==> src/rtl/instr_fetch_unit.sv <==
// instr_fetch_unit: fetches instruction words through a req/ack memory port into a small FIFO,
// delivers them with valid/ready, and supports redirect/flush and a halt opcode.
module instr_fetch_unit #(
  parameter int                ADDR_W   = 9,
  parameter logic [ADDR_W-1:0] RESET_PC = '0,
  parameter int                DEPTH    = 2,
  parameter logic [4:0]        HALT_OP  = 5'b11111
) (
  input  logic              clk,
  input  logic              clr,
  input  logic              en,
  output logic              mem_req,
  output logic [ADDR_W-1:0] mem_addr,
  input  logic              mem_ack,
  input  logic [31:0]       mem_rdata,
  input  logic              redirect,
  input  logic [ADDR_W-1:0] redirect_pc,
  output logic [31:0]       ir_out,
  output logic [ADDR_W-1:0] pc_out,
  output logic              ir_valid,
  input  logic              ir_ready,
  output logic              halted
);
  localparam int PW = $clog2(DEPTH);
  localparam int CW = PW + 1;
  typedef enum logic [1:0] {IDLE, REQ, DISCARD, HALTED} state_t;
  state_t            state_q, state_d;
  logic [ADDR_W-1:0] fetch_pc_q, fetch_pc_d, mem_addr_q, mem_addr_d, pc_out_q, pc_out_d;
  logic [CW-1:0]     count_q, count_d;
  logic [PW-1:0]     rd_q, rd_d, wr_q, wr_d;
  logic [31:0]       ir_out_q, ir_out_d;
  logic              mem_req_q, mem_req_d, ir_valid_q, ir_valid_d, halted_q, halted_d;
  logic              push, pop, room, is_halt;
  logic [31:0]       ir_buf_q [DEPTH];
  logic [ADDR_W-1:0] pc_buf_q [DEPTH];
  // redirect voids both the push of acked data and any pop in the same cycle
  always_comb begin
    push       = state_q == REQ && mem_ack && !redirect;
    pop        = ir_valid_q && ir_ready && !redirect;
    count_d    = redirect ? '0 : count_q + CW'(push) - CW'(pop);
    rd_d       = redirect ? '0 : rd_q + PW'(pop);
    wr_d       = redirect ? '0 : wr_q + PW'(push);
    fetch_pc_d = redirect ? redirect_pc : fetch_pc_q + ADDR_W'(push);
    is_halt    = mem_rdata[31:27] == HALT_OP;
    room       = en && count_d < CW'(DEPTH);
  end
  always_ff @(posedge clk or posedge clr) begin
    if (clr) state_q <= IDLE;
    else     state_q <= state_d;
  end
  always_comb begin
    state_d = state_q;
    case (state_q)
      IDLE:    state_d = room ? REQ : IDLE;
      REQ:     state_d = redirect ? (mem_ack ? IDLE : DISCARD) :
                         !mem_ack ? REQ : is_halt ? HALTED : room ? REQ : IDLE;
      DISCARD: state_d = !mem_ack ? DISCARD : en ? REQ : IDLE;
      HALTED:  state_d = redirect ? IDLE : HALTED;
      default: state_d = IDLE;
    endcase
  end
  // a pending request keeps its original address until acked, even across a redirect
  always_comb begin
    mem_req_d  = state_d == REQ || state_d == DISCARD;
    mem_addr_d = state_d == DISCARD ? mem_addr_q : fetch_pc_d;
    ir_valid_d = count_d != '0;
    halted_d   = state_d == HALTED;
    ir_out_d   = count_d == '0 ? ir_out_q : (push && wr_q == rd_d) ? mem_rdata : ir_buf_q[rd_d];
    pc_out_d   = count_d == '0 ? pc_out_q : (push && wr_q == rd_d) ? fetch_pc_q : pc_buf_q[rd_d];
  end
  always_ff @(posedge clk or posedge clr) begin
    if (clr) begin
      fetch_pc_q <= RESET_PC;
      mem_addr_q <= RESET_PC;
      count_q    <= '0;
      rd_q       <= '0;
      wr_q       <= '0;
      mem_req_q  <= 1'b0;
      ir_valid_q <= 1'b0;
      halted_q   <= 1'b0;
      ir_out_q   <= '0;
      pc_out_q   <= '0;
    end else begin
      fetch_pc_q <= fetch_pc_d;
      mem_addr_q <= mem_addr_d;
      count_q    <= count_d;
      rd_q       <= rd_d;
      wr_q       <= wr_d;
      mem_req_q  <= mem_req_d;
      ir_valid_q <= ir_valid_d;
      halted_q   <= halted_d;
      ir_out_q   <= ir_out_d;
      pc_out_q   <= pc_out_d;
    end
  end
  always_ff @(posedge clk) begin
    if (push) begin
      ir_buf_q[wr_q] <= mem_rdata;
      pc_buf_q[wr_q] <= fetch_pc_q;
    end
  end
  assign mem_req  = mem_req_q;
  assign mem_addr = mem_addr_q;
  assign ir_valid = ir_valid_q;
  assign halted   = halted_q;
  assign ir_out   = ir_out_q;
  assign pc_out   = pc_out_q;
endmodule

==> config.mk <==
export PLATFORM = sky130hd
export DESIGN_NAME = instr_fetch_unit
export DESIGN_NICKNAME = d
export VERILOG_FILES = /design/src/rtl/instr_fetch_unit.sv
export SDC_FILE = /design/constraint.sdc
export NUM_CORES = 1
export LEC_CHECK = 0
export ABC_AREA = 1
export CORE_UTILIZATION = 40
export CTS_CLUSTER_SIZE = 24
export DETAILED_ROUTE_END_ITERATION = 10
export SKIP_LAST_GASP = 1
export SYNTH_ARGS = -nofsm -noshare
export SYNTH_HDL_FRONTEND = slang
export SYNTH_SLANG_ARGS = --single-unit
==> constraint.sdc <==
create_clock -name clk -period 3.6 [get_ports clk]
set_input_delay 0.54 -clock clk [delete_from_list [all_inputs] [get_ports clk]]
set_output_delay 0.54 -clock clk [all_outputs]
set_load 0.05 [all_outputs]
Word level (Yosys, flattened, before mapping)
Memories as Yosys holds them, arrays and structs flattened. A register that Yosys moved wholly into a read port is not among the register bits.
Cells that the tools add are included.
{"block": "classes", "add_sub_neg": 5, "n_mul": 0, "div": 0, "n_lt_le_gt_ge": 1, "n_eq_ne": 7, "shift": 0, "mux": 15, "bitwise": 0, "reduce_logical": 12}
{"cell": "2-to-1 mux 2 bit", "n": 7}
{"cell": "adder 9 x 1 -> 9 bit", "n": 1}
{"cell": "2-to-1 mux 9 bit", "n": 1}
{"cell": "equality test 2 bit (second input constant)", "n": 4}
{"cell": "case mux 2 bit (4 select lines)", "n": 1}
{"cell": "2-to-1 mux 1 bit", "n": 6}
{"cell": "equality test 5 bit (second input constant)", "n": 1}
{"cell": "logical AND 1 bit", "n": 5}
{"cell": "equality test 2 x 1 -> 1 bit (second input constant)", "n": 2}
{"cell": "zero test 2 bit", "n": 2}
{"cell": "zero test 1 bit", "n": 3}
{"cell": "adder 1 bit", "n": 2}
{"cell": "adder 2 x 1 -> 2 bit", "n": 1}
{"cell": "< comparator 2 bit (second input constant)", "n": 1}
{"cell": "nonzero test 2 bit", "n": 1}
{"cell": "subtractor 2 x 1 -> 2 bit", "n": 1}
{"cell": "logical OR 1 bit", "n": 1}
{"block": "totals", "register_bits": 27, "latch_bits": 0, "ramBits": 82, "romBits": 0, "inputBits": 47, "output_inout_bits": 53, "wordCells": 51, "n_memories": 2}
{"memory": "ir_buf_q", "depth": 2, "word_bits": 32, "rd": 1, "rd_clocked_by_memory_dff": 1, "write_ports": 1, "line_no": "34", "text": "logic [31:0] ir_buf_q [DEPTH];"}
{"memory": "pc_buf_q", "depth": 2, "word_bits": 9, "rd": 1, "rd_clocked_by_memory_dff": 1, "write_ports": 1, "line_no": "35", "text": "logic [ADDR_W-1:0] pc_buf_q [DEPTH];"}

Logic depth before layout (Yosys ltp)
Gate-level depths: netlist (run 1).
{"block": "depth", "ltp_word": 15, "ltp_mapped": 17, "ltp_nobuf": 16}

Worst setup path after synthesis (run 1)
No wires, ideal clock.
{"block": "synth_timing", "kind": "input to register", "from": "in redirect", "to": "reg mem_addr_q[0] (netlist: mem_addr[0])", "setup_ns": 0.082, "t_arrival_ns": 2.728, "required_time_ns": 3.518, "setup_slack_ns": 0.790, "stages": 17, "n_path_buf": 1, "cell_sequence": "inv_2 nand2_1 nor3_4 inv_1 ha_1 inv_1 ha_1 o21bai_1 nand3_1 nand2_1 nand2_1 a21oi_1 ha_1 inv_1 clkbuf_1 nor2_1 a31oi_1"}
{"block": "synth_via", "elab_chain_cells": 13, "word_cells_on_any_way": 17, "classes_between": "add/sub (3); order compare (1); eq/ne (1); mux (8); reduce/logical (4)"}
{"item": "start: declaration", "line_no": "16", "text": "input logic redirect,"}
{"item": "zero test 1 bit", "line_no": "38, 39"}
{"item": "logical AND 1 bit", "line_no": "38", "text": "push = state_q == REQ && mem_ack && !redirect;"}
{"item": "adder 2 x 1 -> 2 bit", "line_no": "40", "text": "count_d = redirect ? '0 : count_q + CW'(push) - CW'(pop);"}
{"item": "subtractor 2 x 1 -> 2 bit", "line_no": "40"}
{"item": "2-to-1 mux 2 bit", "line_no": "40"}
{"item": "< comparator 2 bit", "line_no": "45", "text": "room = en && count_d < CW'(DEPTH);"}
{"item": "logical AND 1 bit", "line_no": "45"}
{"item": "2-to-1 mux 1 bit", "line_no": "54, 56"}
{"item": "2-to-1 mux 2 bit (2 in series)", "line_no": "56", "text": "!mem_ack ? REQ : is_halt ? HALTED : room ? REQ : IDLE;"}
{"item": "2-to-1 mux 2 bit", "line_no": "55", "text": "REQ: state_d = redirect ? (mem_ack ? IDLE : DISCARD) :"}
{"item": "case mux 2 bit (4 select lines)", "line_no": "53", "text": "case (state_q)"}
{"item": "equality test 2 bit", "line_no": "65", "text": "mem_addr_d = state_d == DISCARD ? mem_addr_q : fetch_pc_d;"}
{"item": "end signal: assignment", "line_no": "85", "text": "mem_addr_q <= mem_addr_d;"}
{"item": "end: declaration", "line_no": "28", "text": "logic [ADDR_W-1:0] fetch_pc_q, fetch_pc_d, mem_addr_q, mem_addr_d, pc_out_q, pc_out_d;"}
Several ways; a longest one is shown, not always the timed one.
A chain may end at the register's enable or synchronous reset.

Final worst setup path (run 1)
{"block": "layout_timing", "from": "in redirect", "to": "reg mem_addr_q[4] (netlist: mem_addr[4])"}
The elaborated chain is that of the path after synthesis.

==> results of run 1 <==
## flip-flops by register name, summed over array words and instances, names as in the netlist
name	cells
state_q	2
rd_q	1
mem_addr	9
fetch_pc_q	9
mem_req	1
count_q	2
wr_q	1
ir_valid	1
pc_out	9
pc_buf_q	18
ir_out	32
halted	1
ir_buf_q	64
## report_power, final
part	total [mW]	internal [mW]	switching (mW)
combinational	2.65	0.834	1.81
clock	1.73	1.07	0.659
sequential	2.40	2.19	0.208
## worst paths after layout
path | from | slack (ps) | cells past startpoint | end
worst max register to register | state_q[0] | 890 | 15 | mem_addr[4]
worst min register to register | ir_out[17] | 480 | 2 | ir_out[17]
worst min-delay path | clr | 480 | 2 | mem_req
min in group clk | ir_out[17] | 480 | 2 | ir_out[17]
worst max-delay path | redirect | 720 | 17 | mem_addr[4]
max in group asynchronous | clr | 2400 | 3 | ir_out[0]
## cell type report
cell class / count / area [sq um] / area share
Clock inverter: 12 / 135.1 / 0.01614
Inverter: 101 / 380.4 / 0.04543
Timing Repair Buffer: 113 / 1121 / 0.1339
Multi-Input combinational cell: 405 / 1862 / 0.2224
Antenna cell: 1 / 2.502 / 0.0002989
Tap cell: 216 / 270.3 / 0.03228
Clock buffer: 20 / 436.7 / 0.05216
Sequential cell: 150 / 4164 / 0.4974
## worst register-to-register path, stage by stage, from the launching register on
cell,delay [ps]
dfrtp_1,410
nand2_1,160
nor3_4,160
inv_1,80
ha_1,280
inv_1,40
ha_1,180
o21bai_1,160
nand3_1,130
nand2_1,70
nand2_1,80
a21oi_1,70
ha_1,260
inv_1,300
nor2_1,90
a31oi_1,160
## cells in the final DEF, fill, tap and decap left out, types with 3 or more instances in the layout
master           netlist  layout
nand2_1              219     217
inv_1                100      99
clkdlybuf4s50_1        0      99
nand3_1               93      92
edfxtp_1              82      82
dfrtp_1               68      68
o21ai_0               49      49
clkbuf_16              0      17
nor2_1                14      14
buf_4                  1      12
clkinv_2               0       7
ha_1                   8       6
a21oi_1                4       4
a31oi_1                4       4
nand4_1                3       3
bufinv_16              0       3
clkbuf_1               6       3
## metal layers
metal  share of wire  wire (um)  vias up
met1            0.45       6651     2348
met5               0          0        -
li1                -          -     2415
met4           0.019        278        0
met2            0.48       7030      128
met3           0.055        820       18
## cells by family (layout without fill, tap and decap cells)
kind of cell               after synthesis  in the layout  synth area share
xor gates and xnor gates                 1              1          0.001340
AOI/OAI and AO/OA                       61             61           0.04919
buffers and inverters                  133            246           0.08172
and+or+nand+nor                        335            335            0.2155
adders and majority gates                8              8           0.01531
DFF                                    150            150            0.6369
other                                    0              1                 0
==> impl_results.md, run 1 <==
- CORE AREA: 0.01594 sq mm
- Drt total wl: 14.78 mm
- IR Drop Worst-Case VDD: 0.3998 mV
- GR peak layer: met2
- Grt met1 use: 0.2477
- Max-Cap Viols: 0
- LEAKAGE: 3.892 nW
- Met2 Resource Use GR: 0.3136
- Design area: 0.008372 sq mm
- Clk pin slew, worst setup/hold paths: 60 ps
- Gr usage total: 0.1940
- Vias in the first global route: 5027
- Critical Path RT: 3940 ps
- Clock buffer depth: 2
- Worst path bufs/invs: 5
- CTS tree: yes
- Status: finished clean
- Crit start category: input port
- P&R area growth vs syn: 28.06%
- Final Non-Filler Cells: 1018
- Routed vias/inst: 4.822
- Normalized max-slew margin: 0.6167
- Yosys top cell by area: edfxtp_1
- DRT iter0 DRCs: 345
- Via count: 4909
- Netlist cell types: 25
- Yosys warnings: 0
- Main synth FF type: edfxtp_1
- Detailed Routing Iterations Pass 1: 5
- Cts repair resizes: 0
- Worst Setup End Kind: register
- Delay-heaviest family, CP: buffers and inverters
- RSZ-0062 raised after global routing: no
- Syn Inst Count: 688
- Post-synth EDFFs: 82
- Synth Cell Area: 0.006538 sq mm
- Asr flop ratio synth: 0.4533
- Post-DP Area: 0.007797 sq mm
- Met3 Use GR: 0.04756
- Slowest-stage cell, CP: clkdlybuf4s50_1
- CTS Buf Count: 17
- Worst clock skew: 8.117 ps
- Ports: 100
- Area contributors post-synth: edfxtp_1 (38%), dfrtp_1 (26%), nand2_1 (13%)
- Final Hold Vio Count: 0
- Port Buffers: 99
- TNS Setup: 0 ps
- Final WS setup: 724.4 ps
- Total number of H-tree levels: 4
- Crit path kind: input port to register
- Worst-path cell chain: clkdlybuf4s50_1 -> inv_2 -> nand2_1 -> nor3_4 -> inv_1 -> ha_1 -> inv_1 -> ha_1 -> o21bai_1 -> nand3_1 -> nand2_1 -> nand2_1 -> a21oi_1 -> ha_1 -> inv_1 -> nor2_1 -> a31oi_1
- Slew @ Worst Pin: 574.3 ps
- Final nets: 843
- Seq cells post-synth: 150
- Gpl congestion: 0.8019
- Min Tclk post-route: 2876 ps
- Min-delay worst type: input port to async pin
- Syn avg cell area: 9.502 sq um
- Routed WL per cell: 14.52 um
- Post-placement setup slack: 275.1 ps
- Initial antenna violation count: 1
- Initial Util: 0.4101
- Sequential element share of the synthesized area: 0.6369
- Most frequent cell after synthesis: nand2_1
- Post-DRT Antenna Nets: 0
- Setup violators final: 0
- Layout fillers: 1479
- Largest net degree at the start of global routing: 51
- Most instantiated cells after synthesis: nand2_1 (219), inv_1 (100), nand3_1 (93)
- Fin. max-slew vios: 0
- FP Rows: 46
- Post-CTS Hold Buffers: 0
- Drt drc: 0
- Crit share post-route: 0.7988
- PwrDens: 809.7 mW/mm^2
- Placed cells: 985
- Die area: 0.01686 sq mm
- Area share of the largest cell type after synthesis: 0.3767
- Clock Sinks: 150
- DP Wirelength: 9.363 mm
- Die Y-Extent: 129.8 um
- Fraction of layout cells with a size suffix above 1: 0.06492
- # Post-CTS Setup Buffers: 0
- Worst-Skew Late Latency: 430 ps
- Fmax: 0.3478 GHz
- Global route overflow: 0
- Root buffer cell: clkbuf_16
- Die Wd: 129.8 um
- Critical path fanouts, max: 13
- Tot Pwr: 6.779 mW
- First-pass GRT wire length: 24.70 mm
- Final core occ: 0.5251
- CP Data Arrival Time: 3220 ps
- Syn nets: 743
- Crit-path max cell delay: 430 ps
- WHS: 478.9 ps
(Power assumes the default switching activity.)
==> inputs of run 2 (changes only) <==
==> constraint.sdc (replaced) <==
create_clock -name clk -period 2.9 [get_ports clk]
set_input_delay 0.435 -clock clk [delete_from_list [all_inputs] [get_ports clk]]
set_output_delay 0.435 -clock clk [all_outputs]
set_load 0.05 [all_outputs]
==> run 2 against run 1 <==
Against the previous run:
- critical path depth grew 1
- first-iteration DRC count grew 1.2%
- total power grew 25%
- worst setup slack lost 310 ps
- sequential power grew 24%
- final cell count grew 1.1%
- die area is the same
- register-to-register slack lost 410 ps
- clock skew grew 4.1 ps
- highest routed layer unchanged
==> impl_results.md, run 2 (synthesized netlist as in run 1, its figures left out) <==
- Gr usage total: 0.1909
- Fmax: 0.4025 GHz
- Total number of H-tree levels: 4
- Die area: 0.01686 sq mm
- Port Buffers: 99
- CP startpoint: redirect
- Root buffer cell: clkbuf_16
- Routed WL per cell: 14.22 um
- Critical path fanouts, max: 13
- Cts repair resizes: 0
- Number of flip-flops in the largest register: 64
- CP Data Arrival Time: 2820 ps
- Status: finished clean
- Via count: 4878
- Post-DP Area: 0.007938 sq mm
- DRT iter0 DRCs: 349
- DP Wirelength: 9.269 mm
- Post-CTS Hold Buffers: 0
- Largest net degree at the start of global routing: 69
- Layout fillers: 1418
- Final nets: 855
- Crit start category: input port
- Slew @ Worst Pin: 562.6 ps
- Max-Cap Viols: 0
- IR Drop Worst-Case VDD: 0.4985 mV
- Routed vias/inst: 4.741
- Global route overflow: 0
- LEAKAGE: 3.956 nW
- Critical Path RT: 3240 ps
- Gpl congestion: 0.7946
- RSZ-0062 raised after global routing: no
- Vias in the first global route: 4802
- Initial Util: 0.4101
- Largest reg by FF count: ir_buf_q
- CORE AREA: 0.01594 sq mm
- P&R area growth vs syn: 29.97%
- Die Y-Extent: 129.8 um
- Drt total wl: 14.63 mm
- Fin. max-slew vios: 0
- Post-DRT Antenna Nets: 0
- Setup violators final: 0
- Worst-Skew Late Latency: 430 ps
- Min-delay worst type: input port to async pin
- Clk pin slew, worst setup/hold paths: 60 ps
- Worst Setup End Kind: register
- CTS tree: yes
- Crit path kind: input port to register
- Worst clock skew: 12.26 ps
- Detailed Routing Iterations Pass 1: 5
- # Post-CTS Setup Buffers: 0
- First-pass GRT wire length: 24.04 mm
- Reg-to-Reg Start: state_q[0]
- # diodes: 0
- Clock buffer depth: 2
- Min Tclk post-route: 2484 ps
- Clock Sinks: 150
- PwrDens: 995.3 mW/mm^2
- Final Hold Vio Count: 0
- Commonest cells after routing, fill and taps aside: nand2_1 (217), inv_1 (99), clkdlybuf4s50_1 (99)
- Normalized max-slew margin: 0.6237
- Initial antenna violation count: 0
- TNS Setup: 0 ps
- CTS Buf Count: 17
- Drt drc: 0
- Die Wd: 129.8 um
- Final Non-Filler Cells: 1029
- Ports: 100
- FP Rows: 46
- Placed cells: 997
- Design area: 0.008497 sq mm
- Fraction of layout cells with a size suffix above 1: 0.07749
- Most common cell after layout, fill and taps aside: nand2_1
- Tot Pwr: 8.457 mW
- Crit share post-route: 0.8566
[run 2: path summary, 6_finish.rpt]
| path | slack, ps | cells after the start | end |
|---|---|---|---|
| max in group asynchronous | 2180 | 3 | pc_out[8] |
| worst min register to register | 480 | 2 | ir_out[6] |
| worst min-delay path | 400 | 3 | mem_addr[1] |
| worst max-delay path | 420 | 18 | mem_addr[3] |
| min in group clk | 480 | 2 | ir_out[6] |
| worst max register to register | 480 | 16 | mem_addr[3] |
[run 2: per-layer routing]
layer | global-route usage | part of all wire | vias to the layer above
met5 | 0 | 0 | -
met4 | 0.07250 | 0.011 | 0
li1 | - | - | 2448
met2 | 0.2995 | 0.47 | 135
met3 | 0.04510 | 0.054 | 13
met1 | 0.2580 | 0.46 | 2282
[run 2: report_power, final]
part           leakage (nW)  switching (mW)  total [mW]  internal [mW]
Combinational          2.10            2.26        3.39           1.12
Clock                 0.265           0.821        2.10           1.28
Sequential             1.59           0.257        2.97           2.72
Total                  3.96            3.34        8.46           5.12
[run 2: through the flow]
step / hold slack, ps / util / worst slack [ps]
final: 398.9 / 0.5330 / 415.8
after global routing: 464.4 / 0.5330 / 268.9
after CTS: 425.0 / 0.5330 / 448.3
after detailed placement: 466.9 / 0.4979 / -8.535
after global placement: 460.7 / 0.4979 / 113.6
after floorplan: 457.4 / - / 195.1
[run 2: final cells by class]
type | count | area (sq um) | area share
Clock buffer | 22 | 454.2 | 0.05345
Clock inverter | 10 | 105.1 | 0.01237
Inverter | 101 | 380.4 | 0.04477
Multi-Input combinational cell | 405 | 1862 | 0.2191
Tap cell | 216 | 270.3 | 0.03181
Sequential cell | 150 | 4164 | 0.4901
Timing Repair Buffer | 125 | 1261 | 0.1484
[run 2: critical path, stage by stage]
cell	delay [ps]
clkdlybuf4s50_1	430
inv_2	70
nand2_1	100
nor3_4	140
inv_1	80
ha_1	270
inv_1	40
ha_1	170
o21bai_1	150
nand3_1	90
nand2_1	60
nand2_1	70
a21oi_1	70
ha_1	200
inv_1	90
buf_12	130
nor2_1	40
a31oi_1	170
